**config.mk**
```make
export PLATFORM = sky130hd
export DESIGN_NAME = mipi_csi_rx_packet_sequencer_2lane
export DESIGN_NICKNAME = d
export VERILOG_FILES = /design/src/rtl/mipi_csi_rx_packet_sequencer_2lane.sv
export SDC_FILE = /design/constraint.sdc
export NUM_CORES = 1
export LEC_CHECK = 0
export ABC_AREA = 0
export ABC_CLOCK_PERIOD_IN_PS = 4970
export BUFFER_PORTS_ARGS = -buffer_cell sky130_fd_sc_hd__buf_2
export CORE_MARGIN = 3
export CORE_UTILIZATION = 40
export DETAILED_ROUTE_END_ITERATION = 16
export GPL_TIMING_DRIVEN = 0
export PLACE_DENSITY = 0.58
export REMOVE_ABC_BUFFERS = 1
export SYNTH_ARGS = -nofsm -noshare
export SYNTH_HDL_FRONTEND = slang
export SYNTH_SLANG_ARGS = --single-unit
export TNS_END_PERCENT = 5
```
**constraint.sdc**
```tcl
create_clock -name clk_i -period 4.97 [get_ports clk_i]
set_clock_uncertainty 0.2 [all_clocks]
set_input_delay 0.2485 -clock clk_i [delete_from_list [all_inputs] [get_ports clk_i]]
set_output_delay 0.2485 -clock clk_i [all_outputs]
set_load 0.02 [all_outputs]
```
**src/rtl/mipi_csi_rx_packet_sequencer_2lane.sv**
```systemverilog
// mipi_csi_rx_packet_sequencer_2lane
//
// Packet sequencer for a 2-lane CSI-2 receiver. It sits ahead of
// mipi_csi_rx_raw_depacker_8b2lane_2ppc and does four jobs:
//   - parses the 4-byte packet header from the lane-aligned 16-bit stream;
//   - turns short packets into frame/line strobes;
//   - forwards exactly ceil(WC/2) payload beats of accepted RAW long packets,
//     together with the depacker packet type;
//   - strips the CRC beat and waits for end of transmission.
//
// Parameters
//   VC_SEL          virtual channel whose long packets are forwarded
//   WC_MAX          largest legal word count in bytes
//
// Ports
//   clk_i           byte clock, shared with the depacker
//   reset_i         synchronous reset, active-high
//   data_valid_i    high from the first header byte until EoT
//   data_i          [7:0] lane 0 byte (earlier), [15:8] lane 1 byte
//   payload_valid_o registered beat valid towards the depacker
//   payload_o       registered beat data towards the depacker
//   packet_type_o   DT - 0x28 of the last accepted RAW long header
//   vc_o            VC of the last decoded header
//   word_count_o    WC of the last decoded header
//   frame_start_o   single-cycle pulse on a frame start short packet
//   frame_end_o     single-cycle pulse on a frame end short packet
//   line_start_o    single-cycle pulse on a line start short packet
//   line_end_o      single-cycle pulse on a line end short packet
//   busy_o          high whenever the sequencer is not idle
//   hdr_error_o     single-cycle pulse on an illegal word count
//   truncated_o     single-cycle pulse when data_valid_i drops mid-packet

module mipi_csi_rx_packet_sequencer_2lane #(
  parameter logic [1:0]  VC_SEL = 2'd0,
  parameter logic [15:0] WC_MAX = 16'd8192
) (
  input  logic        clk_i,
  input  logic        reset_i,
  input  logic        data_valid_i,
  input  logic [15:0] data_i,
  output logic        payload_valid_o,
  output logic [15:0] payload_o,
  output logic [2:0]  packet_type_o,
  output logic [1:0]  vc_o,
  output logic [15:0] word_count_o,
  output logic        frame_start_o,
  output logic        frame_end_o,
  output logic        line_start_o,
  output logic        line_end_o,
  output logic        busy_o,
  output logic        hdr_error_o,
  output logic        truncated_o
);

  typedef enum logic [2:0] {
    IDLE,
    HDR1,
    PAYLOAD,
    CRC,
    DROP,
    WAIT_END
  } state_t;

  // Data type codes for the short packets that produce strobes.
  localparam logic [5:0] DT_FRAME_START = 6'h00;
  localparam logic [5:0] DT_FRAME_END   = 6'h01;
  localparam logic [5:0] DT_LINE_START  = 6'h02;
  localparam logic [5:0] DT_LINE_END    = 6'h03;
  localparam logic [5:0] DT_SHORT_MAX   = 6'h0F;

  // RAW8..RAW14 is the range the depacker understands.
  localparam logic [5:0] DT_RAW_MIN     = 6'h2A;
  localparam logic [5:0] DT_RAW_MAX     = 6'h2D;

  state_t      state_q;
  logic [7:0]  di_q;
  logic [7:0]  wc_lo_q;
  logic [15:0] beat_cnt_q;

  logic [15:0] hdr_wc;
  logic [5:0]  hdr_dt;
  logic [1:0]  hdr_vc;
  logic [15:0] hdr_beats;
  logic        hdr_short;
  logic        hdr_wc_bad;
  logic        hdr_raw;
  logic        hdr_vc_ok;
  logic        last_beat;

  // Header decode, only meaningful in HDR1 where data_i carries WC[15:8]
  // in lane 0 (the ECC byte in lane 1 is not checked).
  always_comb begin
    hdr_wc     = {data_i[7:0], wc_lo_q};
    hdr_dt     = di_q[5:0];
    hdr_vc     = di_q[7:6];
    // Two bytes per beat; an odd WC still needs a whole final beat.
    hdr_beats  = {1'b0, hdr_wc[15:1]} + {15'd0, hdr_wc[0]};
    hdr_short  = (hdr_dt <= DT_SHORT_MAX);
    hdr_wc_bad = (hdr_wc == 16'd0) || (hdr_wc > WC_MAX);
    hdr_raw    = (hdr_dt >= DT_RAW_MIN) && (hdr_dt <= DT_RAW_MAX);
    hdr_vc_ok  = (hdr_vc == VC_SEL);
    last_beat  = (beat_cnt_q == 16'd1);
  end

  assign busy_o = (state_q != IDLE);

  // Sequencer FSM with all outputs registered. Strobes and payload_valid_o
  // default low every cycle so they can only ever be one-cycle pulses or a
  // contiguous burst driven from PAYLOAD.
  always_ff @(posedge clk_i) begin
    if (reset_i) begin
      state_q         <= IDLE;
      di_q            <= 8'd0;
      wc_lo_q         <= 8'd0;
      beat_cnt_q      <= 16'd0;
      payload_valid_o <= 1'b0;
      payload_o       <= 16'd0;
      packet_type_o   <= 3'd0;
      vc_o            <= 2'd0;
      word_count_o    <= 16'd0;
      frame_start_o   <= 1'b0;
      frame_end_o     <= 1'b0;
      line_start_o    <= 1'b0;
      line_end_o      <= 1'b0;
      hdr_error_o     <= 1'b0;
      truncated_o     <= 1'b0;
    end else begin
      payload_valid_o <= 1'b0;
      frame_start_o   <= 1'b0;
      frame_end_o     <= 1'b0;
      line_start_o    <= 1'b0;
      line_end_o      <= 1'b0;
      hdr_error_o     <= 1'b0;
      truncated_o     <= 1'b0;

      case (state_q)
        IDLE: begin
          if (data_valid_i) begin
            di_q    <= data_i[7:0];
            wc_lo_q <= data_i[15:8];
            state_q <= HDR1;
          end
        end

        HDR1: begin
          if (!data_valid_i) begin
            truncated_o <= 1'b1;
            state_q     <= IDLE;
          end else begin
            vc_o         <= hdr_vc;
            word_count_o <= hdr_wc;
            if (hdr_short) begin
              frame_start_o <= (hdr_dt == DT_FRAME_START);
              frame_end_o   <= (hdr_dt == DT_FRAME_END);
              line_start_o  <= (hdr_dt == DT_LINE_START);
              line_end_o    <= (hdr_dt == DT_LINE_END);
              state_q       <= WAIT_END;
            end else if (hdr_wc_bad) begin
              hdr_error_o <= 1'b1;
              state_q     <= WAIT_END;
            end else if (!hdr_raw || !hdr_vc_ok) begin
              // Legal but unwanted long packet: skip its payload silently.
              beat_cnt_q <= hdr_beats;
              state_q    <= DROP;
            end else begin
              // 0x2A..0x2D share bits [5:3], so DT - 0x28 is just DT[2:0].
              packet_type_o <= hdr_dt[2:0];
              beat_cnt_q    <= hdr_beats;
              state_q       <= PAYLOAD;
            end
          end
        end

        PAYLOAD: begin
          if (!data_valid_i) begin
            truncated_o <= 1'b1;
            state_q     <= IDLE;
          end else begin
            payload_valid_o <= 1'b1;
            payload_o       <= data_i;
            beat_cnt_q      <= beat_cnt_q - 16'd1;
            if (last_beat) begin
              state_q <= CRC;
            end
          end
        end

        DROP: begin
          if (!data_valid_i) begin
            truncated_o <= 1'b1;
            state_q     <= IDLE;
          end else begin
            beat_cnt_q <= beat_cnt_q - 16'd1;
            if (last_beat) begin
              state_q <= CRC;
            end
          end
        end

        CRC: begin
          if (!data_valid_i) begin
            truncated_o <= 1'b1;
            state_q     <= IDLE;
          end else begin
            state_q <= WAIT_END;
          end
        end

        WAIT_END: begin
          // Trailer bytes are swallowed until the lanes go quiet.
          if (!data_valid_i) begin
            state_q <= IDLE;
          end
        end

        default: begin
          state_q <= IDLE;
        end
      endcase
    end
  end

endmodule

```
=== Yosys cells after proc, flatten, opt, wreduce, memory -nomap -nowiden ===
Cells that the tools add are included.

* Register bits: 79
* Bits of input ports: 19
* Word-level logic and storage cells: 85

* Add/sub/neg operators: 2
* $lt $le $gt $ge: 4
* Eq/ne operators: 16
* Mux-type cells: 18
* Bitwise gates (word level): 7
* Reductions and logical operators: 23

{| class="wikitable"
|+ Operator list
! cell !! count
|-
| $mux W16 || 4
|-
| $pmux W16 S2 || 1
|-
| $mux W3 || 9
|-
| $add A15 B1 Y16 || 1
|-
| $eq A16 B1 Y1 const B || 1
|-
| $gt A16 B14 Y1 const B || 1
|-
| $logic_not A16 Y1 || 1
|-
| $sub A16 B1 Y16 const B || 1
|-
| $pmux W3 S5 || 1
|-
| $eq A6 B2 Y1 const B || 2
|-
| $reduce_or A4 Y1 || 3
|-
| $ne A2 B2 Y1 const B || 5
|-
| $reduce_and A5 Y1 || 2
|-
| $not A1 Y1 || 7
|-
| $eq A3 B2 Y1 const B || 2
|-
| $eq A3 B3 Y1 const B || 2
|-
| $eq A6 B1 Y1 const B || 1
|-
| $ge A6 B6 Y1 const B || 1
|-
| $le A6 B4 Y1 const B || 1
|-
| $le A6 B6 Y1 const B || 1
|-
| $logic_not A6 Y1 || 1
|-
| $reduce_and A2 Y1 || 3
|-
| $reduce_or A2 Y1 || 3
|-
| $eq A3 B1 Y1 const B || 1
|-
| 11 further kinds || 15
|}

=== Depth between registers and ports, before layout ===
Gate-level depths: netlist of the first run.

* Depth after elaboration: 9
* Mapped depth: 8
* Gate-level depth less buffers: 7

=== Least setup slack after synthesis of the first run ===
Ideal clock, no wire load.

* Path kind: flip-flop to flip-flop
* From: register wc_lo_q[0]
* To: register beat_cnt_q[12]
* Arrival: 1.802 ns
* Data required time: 4.684 ns
* Slack: 2.881 ns
* Cell stages (with the launch flop): 9
* Clock period less this slack: 2.089 ns
* Cells stage by stage: dfxtp_1 > inv_1 > ha_1 > nor4b_4 > a31oi_1 > o2111ai_4 > and2_4 > buf_6 > a221oi_2

* Longest elaborated chain between the ends: 5
* Elaborated cells on any way between the ends: 10
* Those cells by class: 1 x add/sub; 1 x order compare; 1 x eq/ne; 4 x mux; 3 x reduce/logical

{| class="wikitable"
|+ Ends and longest elaborated chain
! element !! line !! source
|-
| from (decl) || 77 || <nowiki>logic [7:0] wc_lo_q;</nowiki>
|-
| from (signal assigned) || 140 || <nowiki>wc_lo_q <= data_i[15:8];</nowiki>
|-
| $add A15 B1 Y16 || 97 || <nowiki>hdr_beats = {1'b0, hdr_wc[15:1]} + {15'd0, hdr_wc[0]};</nowiki>
|-
| $mux W16 || 158 || <nowiki>end else if (hdr_wc_bad) begin</nowiki>
|-
| $mux W16 || 152 || <nowiki>if (hdr_short) begin</nowiki>
|-
| $mux W16 || 146 || <nowiki>if (!data_valid_i) begin</nowiki>
|-
| $pmux W16 S2 || 136 || <nowiki>case (state_q)</nowiki>
|-
| to (signal assigned) || 163 || <nowiki>beat_cnt_q <= hdr_beats;</nowiki>
|-
| to (signal assigned) || 168 || <nowiki>beat_cnt_q <= hdr_beats;</nowiki>
|-
| to (signal assigned) || 181 || <nowiki>beat_cnt_q <= beat_cnt_q - 16'd1;</nowiki>
|-
| to (decl) || 78 || <nowiki>logic [15:0] beat_cnt_q;</nowiki>
|}

Several ways; a longest one is shown, not always the timed one. The select of a mux whose other input is x is not followed.
A chain may end at the register's enable or synchronous reset.

=== Final worst setup path of the first run ===
* From: register state_q[1]
* To: register beat_cnt_q[14]

* Longest elaborated chain between the ends: 4
* Elaborated cells on any way between the ends: 11
* Those cells by class: 7 x eq/ne; 1 x mux; 3 x reduce/logical

{| class="wikitable"
|+ Ends and longest elaborated chain
! element !! line !! source
|-
| from (decl) || 75 || <nowiki>state_t state_q;</nowiki>
|-
| from (signal assigned) || 112 || <nowiki>state_q <= IDLE;</nowiki>
|-
| from (signal assigned) || 141 || <nowiki>state_q <= HDR1;</nowiki>
|-
| from (signal assigned) || 148 || <nowiki>state_q <= IDLE;</nowiki>
|-
| $eq A3 B3 Y1 or $eq A3 B2 Y1 (tied branches) || 136 ||
|-
| $reduce_or A2 Y1 (no line) || -- ||
|-
| $ne A2 B1 Y1 (no line) or $reduce_bool A2 Y1 (tied branches) || -- ||
|-
| $reduce_and A5 Y1 (no line) || -- ||
|}

Several ways; a longest one is shown, not always the timed one.

==> results of run 1 <==
-- stage by stage --
| stage | setup slack [ps] | utilization, % | std cells | hold WS, ps | total power, uW |
|---|---|---|---|---|---|
| global route | 1240 | 48.3 | 665 | 24.4 | 1380 |
| floorplan | 2430 | - | 443 | 115 | 769 |
| CTS | 1550 | 48.3 | 665 | 4.01 | 1340 |
| detailed placement | 1590 | 44.6 | 635 | 244 | 827 |
| global placement | 1620 | 44.5 | 635 | 240 | 825 |
| finish | 1560 | 48.3 | 665 | 28.2 | 1320 |
-- worst max-delay path, delay by kind of cell, from the launching register on --
| family | cells | cell delay [ps] |
|---|---|---|
| simple gates | 3 | 2290 |
| flops | 1 | 540 |
| xor+xnor | 1 | 160 |
| compound gates | 1 | 130 |
-- state kept, by name, summed over array words and instances (netlist names), 2 cells and up --
signal and flops:
state_q 3, vc_o 2, wc_lo_q 8, beat_cnt_q 16
packet_type_o 3, payload_o 16, word_count_o 16, di_q 8
-- logic make-up after synthesis --
| kind of cell | Yosys count | synth area share (%) |
|---|---|---|
| adders and majority gates | 6 | 1.90 |
| AOI/OAI and AO/OA | 112 | 19.3 |
| buffers and inverters | 49 | 5.56 |
| xor gates and xnor gates | 11 | 2.52 |
| and+or+nand+nor | 218 | 28.0 |
| DFF | 79 | 41.3 |
| muxes | 5 | 1.37 |
-- synthesized netlist by cell type, drive strengths merged, types with 2 or more instances --
cell type,n,share of area (%)
nand2,112,11
dfxtp,79,41
a21oi,69,9.0
nor2,26,2.6
clkbuf,25,2.5
nand3,16,2.1
nor3,13,1.7
buf,12,1.9
inv,12,1.2
a31oi,9,1.5
nand2b,8,1.3
nor4,8,2.3
nand4,7,1.1
xnor2,7,1.6
o21ai,6,0.78
o32ai,6,2.6
ha,5,1.6
and2,4,0.72
and3,4,0.65
nor4b,4,1.3
or3,4,0.65
xor2,4,0.92
a221oi,3,0.85
mux2i,3,0.78
o211ai,3,0.59
o2bb2ai,3,0.69
or2,3,0.49
and4b,2,0.52
mux2,2,0.59
nor3b,2,0.39
o2111ai,2,0.92
-- metal layers --
layer / vias up / part of all wire [%] / track usage [%]
met2: 80 / 46 / 28.9
met1: 1655 / 48 / 24.9
met4: 0 / 0.91 / 5.70
li1: 1770 / - / -
met3: 7 / 4.7 / 3.93
met5: - / 0 / 0
-- final timing paths --
check                        end  slack [ps]          from
setup / recovery  beat_cnt_q[14]        1560    state_q[1]
hold / removal      payload_o[0]          30     data_i[0]
setup reg to reg  beat_cnt_q[14]        1560    state_q[1]
hold reg to reg     payload_o[8]         250  payload_o[8]
-- report_power, final --
group	switching (uW)	leakage [uW]	total, uW	internal (uW)
sequential	20.4	0.000640	669	649
combinational	94.9	0.00101	152	57.5
clock	259	0.000102	497	238
total	374	0.00175	1320	945
-- area by class of cell --
cell class,instances,area share [%]
clock buffer,9,2.76
clock inverter,7,1.79
inverter,12,1.01
multi-input combinational,352,45.3
sequential,79,35.3
tap,129,3.60
timing repair buffer,77,10.2
==> flow_summary.json, run 1 <==
{
  "number_of_antenna_violations_at_the_first_check_in_global_routing": 0,
  "cts.repair_timing.setup_buffer_count": 0,
  "avgViaCountPerCell": 5.28,
  "drt_wl_total_mm": 9.82,
  "route.antenna.remaining_nets": 0,
  "critPathMaxFanout": 23,
  "cp-start-kind": "register",
  "leakagePower_uw": 0.00175,
  "cts_max_level": 3,
  "fp.dieArea_um2": 10800,
  "fillerInstances": 953,
  "worst_slew_margin_rel_pct": 25.2,
  "io-pin-count": 64,
  "firstDrtPassIters": 4,
  "setup_repair_after_global_routing_missed_its_margin": "no",
  "powerDensity_nw_per_um2": 294,
  "cts-buffers-inserted": 9,
  "finalSetupTns_ps": 0,
  "max_stage_delay_on_crit_path_ps": 860,
  "clockBufferDepth": 2,
  "register_area_um2": 1580,
  "whs_path_depth": 3,
  "synth_top_flop_cell": "sky130_fd_sc_hd__dfxtp_1",
  "nets": 555,
  "finalWeightedCongestion": 0.839,
  "num_vias": 3512,
  "diodes": 0,
  "cts.repair.resized": 0,
  "die_height_um": 104,
  "worst_setup_path_end_kind": "register",
  "layout-drive-gt1-share_pct": 18.8,
  "initial_core_utilization_pct": 41.2,
  "worst_r2r_path_depth": 5,
  "std_cell_rows": 35,
  "cp_slowest_cell": "sky130_fd_sc_hd__nor2_1",
  "wl_per_cell_um": 14.8,
  "mostFrequentLayoutCell": "sky130_fd_sc_hd__nand2_1",
  "run_status": "finished clean",
  "yosysUniqueCellTypes": 57,
  "crit_required_ps": 5040,
  "grt-ovfl-total": 0,
  "clock-root-buffer": "sky130_fd_sc_hd__clkbuf_8",
  "grt_pass1_vias": 3326,
  "clock_transition_at_the_registers_of_the_reported_paths_ps": 90,
  "post_cts_hold_buffer_count": 14,
  "number_of_pins_with_negative_max_slew_slack_in_the_final_report": 0,
  "grt_util_all_layers_pct": 18.3,
  "synth.avg_cell_area_um2": 7.97,
  "timing.critical_path.cells": "xnor2_1, nor2_1, nand2_1, or3b_2, a31oi_1",
  "final_cell_mix": "112 x sky130_fd_sc_hd__nand2_1, 79 x sky130_fd_sc_hd__dfxtp_1, 69 x sky130_fd_sc_hd__a21oi_1",
  "fin_crit_sh_pct": 68.5,
  "finalWorstPathRequiredPeriod_ps": 3410,
  "sequential_cell_area_fraction_in_the_yosys_report_pct": 41.3,
  "worst-setup-path-type": "reg2reg",
  "hold_path.class": "in2reg",
  "syn-instance-count": 480,
  "netlist_area_um2": 3830,
  "multiInputGateArea_um2": 2030,
  "final_area_um2": 4480,
  "coreArea_um2": 9280,
  "max_cap_viol_count": 0,
  "wire_length_of_the_first_global_routing_pass_mm": 16.4,
  "ys_async_sr_fraction_pct": 0,
  "yosysWarningCount": 0,
  "postSynthRegisterBits": 79,
  "finalSetupViolCount": 0,
  "initialDrtViolationCount": 181,
  "numClockSinks": 79,
  "fmax_mhz": 294,
  "cp.arrival_ps": 3470,
  "area.growth.synth_to_final_pct": 17.1,
  "synth-edff-count": 0,
  "numPortBuffers": 63,
  "hpwl_dp_mm": 6.42,
  "maximum_number_of_pins_on_one_net_before_global_route_repair": 84,
  "ir_drop_v": 0.000196,
  "cts_tree": "yes",
  "finalHoldViolCount": 0,
  "placed_cell_area_um2": 4140,
  "die_width_um": 104,
  "drc": 0,
  "worstSkewPairLatency_ps": 350,
  "worst_slew_pin_slew_ps": 1120
}
Power figures use the tool's default switching activity.
==> run 2: changes to the inputs <==
--- a/config.mk
+++ b/config.mk
@@ -6,7 +6,7 @@
 export NUM_CORES = 1
 export LEC_CHECK = 0
 export ABC_AREA = 0
-export ABC_CLOCK_PERIOD_IN_PS = 4970
+export ABC_CLOCK_PERIOD_IN_PS = 3280
 export BUFFER_PORTS_ARGS = -buffer_cell sky130_fd_sc_hd__buf_2
 export CORE_MARGIN = 3
 export CORE_UTILIZATION = 40
==> constraint.sdc (replaced) <==
create_clock -name clk_i -period 3.28 [get_ports clk_i]
set_clock_uncertainty 0.2 [all_clocks]
set_input_delay 0.164 -clock clk_i [delete_from_list [all_inputs] [get_ports clk_i]]
set_output_delay 0.164 -clock clk_i [all_outputs]
set_load 0.02 [all_outputs]
==> run 2 against run 1 <==
  * Sequential cell count did not move
  * Cell count is 0.45% higher
  * Power increased by 52%
  * Critical path type unchanged
  * Critical endpoint unchanged
==> flow_summary.json, run 2 (same netlist as run 1, synthesis figures left out) <==
{
  "run_status": "finished clean",
  "drt_wl_total_mm": 9.85,
  "worst_slew_pin_slew_ps": 985,
  "placed_cell_area_um2": 4140,
  "final_area_um2": 4510,
  "numPortBuffers": 63,
  "grt_pass1_vias": 3364,
  "wl_per_cell_um": 14.7,
  "hp-start": "reset_i",
  "cts_tree": "yes",
  "initial_core_utilization_pct": 41.2,
  "p_total_uw": 2000,
  "ir_drop_v": 0.000298,
  "mostFrequentLayoutCell": "sky130_fd_sc_hd__nand2_1",
  "drc": 0,
  "clock-root-buffer": "sky130_fd_sc_hd__clkbuf_8",
  "number_of_antenna_violations_at_the_first_check_in_global_routing": 0,
  "grt-ovfl-total": 0,
  "initialDrtViolationCount": 181,
  "area.growth.synth_to_final_pct": 18.0,
  "fmax_mhz": 333,
  "timing.critical_path.cells": "xnor2_1, nor2_2, nand2_1, or3b_2, a31oi_1",
  "hold_path.class": "in2reg",
  "die_width_um": 104,
  "max_cap_viol_count": 0,
  "layout_setup_ws_ps": 276,
  "fin_crit_sh_pct": 91.6,
  "cts_max_level": 3,
  "maximum_number_of_pins_on_one_net_before_global_route_repair": 84,
  "worstSkewPairLatency_ps": 350,
  "hold_ws_ps": 217,
  "std_cell_rows": 35,
  "leakagePower_uw": 0.00177,
  "critPathMaxFanout": 23,
  "clockBufferDepth": 2,
  "coreArea_um2": 9280,
  "fp.dieArea_um2": 10800,
  "utilization_pct": 48.6,
  "grt_util_all_layers_pct": 18.4,
  "crit-reg2reg-launch": "state_q[1]",
  "min_to": "packet_type_o[0]",
  "crit_required_ps": 3350,
  "largest_registers": "beat_cnt_q x16, payload_o x16, word_count_o x16",
  "firstDrtPassIters": 4,
  "finalSetupViolCount": 0,
  "final_cell_mix": "112 x sky130_fd_sc_hd__nand2_1, 79 x sky130_fd_sc_hd__dfxtp_1, 69 x sky130_fd_sc_hd__a21oi_1",
  "worst_r2r_end": "beat_cnt_q[14]",
  "number_of_pins_with_negative_max_slew_slack_in_the_final_report": 0,
  "max_stage_delay_on_crit_path_ps": 660,
  "worst-setup-path-type": "reg2reg",
  "nets": 558,
  "dpl_worst_slack_ps": -97.5,
  "worst_slew_margin_rel_pct": 34.1,
  "cp.arrival_ps": 3070,
  "cts-buffers-inserted": 9,
  "layout-drive-gt1-share_pct": 18.9,
  "diodes": 0,
  "cp_slowest_cell": "sky130_fd_sc_hd__nand2_1",
  "setup_repair_after_global_routing_missed_its_margin": "no",
  "worst_r2r_path_depth": 5,
  "finalHoldViolCount": 0,
  "powerDensity_nw_per_um2": 443,
  "whs_path_depth": 2,
  "worst_setup_path_end_kind": "register",
  "finalWorstPathRequiredPeriod_ps": 3000,
  "wire_length_of_the_first_global_routing_pass_mm": 16.5,
  "route.antenna.remaining_nets": 0,
  "finalWeightedCongestion": 0.839,
  "die_height_um": 104,
  "r2r_slack_ps": 280,
  "io-pin-count": 64,
  "num_vias": 3536,
  "clock_transition_at_the_registers_of_the_reported_paths_ps": 90,
  "numClockSinks": 79,
  "hpwl_dp_mm": 6.42,
  "cp-start-kind": "register",
  "avgViaCountPerCell": 5.29
}
==> run 2: where the power goes <==
part           total [uW]  internal, uW  leakage (uW)  switching [uW]
Sequential           1010           983      0.000640            31.0
Combinational         234          89.4       0.00102             144
Clock                 753           361      0.000102             392
==> run 2: how the worst max path moves through the flow <==
stage | end | start | cells past startpoint | slack (ps)
6_report | beat_cnt_q[14] | state_q[1] | 5 | 280
5_1_grt | beat_cnt_q[14] | state_q[1] | 5 | 30
4_1_cts | beat_cnt_q[14] | state_q[1] | 5 | 290
3_5_place_dp | beat_cnt_q[14] | state_q[1] | 5 | -100
3_3_place_gp | beat_cnt_q[14] | state_q[1] | 5 | -70
2_1_floorplan | beat_cnt_q[14] | state_q[1] | 5 | 740
==> run 2: through the flow <==
| step | setup TNS [ps] | instances |
|---|---|---|
| finish | 0 | 668 |
| global route | 0 | 668 |
| CTS | 0 | 668 |
| detailed placement | -100 | 635 |
| global placement | -68.7 | 635 |
| floorplan | 0 | 443 |
==> run 2: metal layers <==
metal | wire length (um) | track usage [%]
met1 | 4700 | 25.0
met2 | 4580 | 29.2
met4 | 85 | 5.70
met5 | 0 | 0
met3 | 479 | 3.99
==> run 2: area by class of cell <==
cell class | count | area (um^2)
Clock buffer | 9 | 124
Clock inverter | 7 | 80.1
Fill cell | 949 | 4770
Inverter | 12 | 45.0
Multi-Input combinational cell | 352 | 2030
Sequential cell | 79 | 1580
Tap cell | 129 | 161
Timing Repair Buffer | 80 | 488
==> run 2: timing repair <==
action,in CTS,in global routing
setup buffers,0,0
endpoints found under the setup margin,10,0
hold buffers,17,0
hold endpoints to repair,43,0
gates resized for setup,1,0
==> run 2: critical path: cells and delay by family, from the launching register on <==
| kind | cells | cell delay [ps] |
|---|---|---|
| compound gates | 1 | 130 |
| xor+xnor | 1 | 170 |
| flops | 1 | 550 |
| simple gates | 3 | 1870 |
==> run 3: changes to the inputs <==
--- a/config.mk
+++ b/config.mk
@@ -10,6 +10,7 @@
 export BUFFER_PORTS_ARGS = -buffer_cell sky130_fd_sc_hd__buf_2
 export CORE_MARGIN = 3
 export CORE_UTILIZATION = 40
+export CTS_BUF_LIST = sky130_fd_sc_hd__clkbuf_16
 export DETAILED_ROUTE_END_ITERATION = 16
 export GPL_TIMING_DRIVEN = 0
 export PLACE_DENSITY = 0.58
==> run 3 against run 2 <==
  * Utilization grew 1.1 points
  * Critical path depth stayed put
  * Critical path type unchanged
  * Hold slack improved by 20 ps
  * Highest routed layer unchanged
  * Maximum frequency grew 0.81%
==> flow_summary.json, run 3 (same netlist as run 1, synthesis figures left out) <==
{
  "worstSkewPairLatency_ps": 330,
  "cp.arrival_ps": 3030,
  "finalHoldViolCount": 0,
  "fmax_mhz": 336,
  "largest_registers": "beat_cnt_q x16, payload_o x16, word_count_o x16",
  "worst_slew_margin_rel_pct": 33.7,
  "power_frac_clock_pct": 44.8,
  "number_of_antenna_violations_at_the_first_check_in_global_routing": 0,
  "finalSetupViolCount": 0,
  "cts-buffers-inserted": 9,
  "worst_setup_path_end_kind": "register",
  "drt_wl_total_mm": 9.79,
  "run_status": "finished clean",
  "firstDrtPassIters": 4,
  "area.growth.synth_to_final_pct": 20.6,
  "nets": 558,
  "number_of_pins_with_negative_max_slew_slack_in_the_final_report": 0,
  "maximum_number_of_pins_on_one_net_before_global_route_repair": 84,
  "numClockSinks": 79,
  "crit_required_ps": 3330,
  "finalWorstPathRequiredPeriod_ps": 2980,
  "min_to": "beat_cnt_q[13]",
  "clock-root-buffer": "sky130_fd_sc_hd__clkbuf_16",
  "worst_slew_pin_slew_ps": 992,
  "cts_tree": "yes",
  "leakagePower_uw": 0.00181,
  "std_cell_rows": 35,
  "grt-ovfl-total": 0,
  "num_vias": 3497,
  "layout-drive-gt1-share_pct": 18.9,
  "clock_transition_at_the_registers_of_the_reported_paths_ps": 60,
  "whs_path_depth": 2,
  "hpwl_dp_mm": 6.42,
  "cts_max_level": 3,
  "io-pin-count": 64,
  "worst-setup-path-type": "reg2reg",
  "die_width_um": 104,
  "hold_ws_ps": 236,
  "fin_crit_sh_pct": 90.8,
  "clockBufferDepth": 2,
  "route.antenna.remaining_nets": 0,
  "numPortBuffers": 63,
  "cp-start-kind": "register",
  "combinational_share_of_power_pct": 10.3,
  "cts.repair_timing.setup_buffer_count": 0,
  "final_cell_mix": "112 x sky130_fd_sc_hd__nand2_1, 79 x sky130_fd_sc_hd__dfxtp_1, 69 x sky130_fd_sc_hd__a21oi_1",
  "setup_repair_after_global_routing_missed_its_margin": "no",
  "p_switching_uw": 591,
  "coreArea_um2": 9280,
  "max_stage_delay_on_crit_path_ps": 660,
  "wl_per_cell_um": 14.6,
  "diodes": 0,
  "seq_power_share_pct": 44.9,
  "worst_r2r_end": "beat_cnt_q[14]",
  "critPathMaxFanout": 23,
  "initial_core_utilization_pct": 41.2,
  "r2r_slack_ps": 300,
  "power_switching_share_pct": 26.1,
  "avgViaCountPerCell": 5.24,
  "initialDrtViolationCount": 173,
  "timing.critical_path.cells": "xnor2_1, nor2_2, nand2_1, or3b_2, a31oi_1",
  "powerDensity_nw_per_um2": 490,
  "p_total_uw": 2260,
  "internal_power_summed_over_all_cells_uw": 1670,
  "max_cap_viol_count": 0,
  "wire_length_of_the_first_global_routing_pass_mm": 16.6,
  "finalWeightedCongestion": 0.839,
  "mostFrequentLayoutCell": "sky130_fd_sc_hd__nand2_1",
  "drc": 0,
  "die_height_um": 104,
  "grt_util_all_layers_pct": 18.5,
  "hp-start": "reset_i",
  "grt_pass1_vias": 3372,
  "ir_drop_v": 0.000380,
  "fp.dieArea_um2": 10800,
  "hold_path.class": "in2reg",
  "cp_slowest_cell": "sky130_fd_sc_hd__nand2_1",
  "worst_r2r_path_depth": 5,
  "crit-reg2reg-launch": "state_q[1]"
}
-- run 3: cell counts in the layout (fill, tap and decap cells not counted) --
Identical to the previous run, type by type.
-- run 3: stage by stage --
stage | setup slack (ps) | instances | TNS (ps) | area, um^2 | utilization [%]
final | 300 | 668 | 0 | 4620 | 49.7
after global routing | 38.4 | 668 | 0 | 4620 | 49.7
after CTS | 301 | 668 | 0 | 4620 | 49.7
after detailed placement | -97.5 | 635 | -100 | 4140 | 44.6
after global placement | -68.7 | 635 | -68.7 | 4140 | 44.5
after floorplan | 736 | 443 | 0 | 3660 | -
-- run 3: cell type report --
type / instances / area, um^2
Multi-Input combinational cell: 352 / 2030
Clock inverter: 7 / 80.1
Inverter: 12 / 45.0
Clock buffer: 9 / 225
Timing Repair Buffer: 80 / 488
Sequential cell: 79 / 1580
Tap cell: 129 / 161
Fill cell: 942 / 4670
-- run 3: repair_timing --
item,in CTS,in global routing
hold buffers,17,0
endpoints found under the setup margin,9,0
resized for setup,1,0
endpoints found under the hold margin,43,0
-- run 3: how the worst max path moves through the flow --
stage                          start             end  slack (ps)  depth (start not counted)
final                     state_q[1]  beat_cnt_q[14]         300                          5
after global routing      state_q[1]  beat_cnt_q[14]          40                          5
after CTS                 state_q[1]  beat_cnt_q[14]         300                          5
after detailed placement  state_q[1]  beat_cnt_q[14]        -100                          5
after global placement    state_q[1]  beat_cnt_q[14]         -70                          5
after floorplan           state_q[1]  beat_cnt_q[14]         740                          5
-- run 3: worst max-delay path, delay by kind of cell (launching register included) --
kind / cells / cell delay, ps
AOI/OAI and AO/OA: 1 / 130
xor gates and xnor gates: 1 / 170
DFF: 1 / 540
and+or+nand+nor: 3 / 1860
-- run 3: layer usage --
layer  vias to the layer above  GRT usage (%)  wire [um]
met1                      1645           24.9       4750
li1                       1779              -          -
met5                         -              0          0
met4                         0           6.84         74
met3                         6           3.43        375
met2                        67           29.5       4590
-- run 3: power by group through the flow --
stage | Clock [uW] | Combinational (uW) | Sequential [uW]
after floorplan | 0 | 128 | 1040
after global placement | 0 | 215 | 1040
after detailed placement | 0 | 217 | 1040
after CTS | 1050 | 234 | 1010
after global routing | 1090 | 260 | 1020
final | 1020 | 233 | 1020
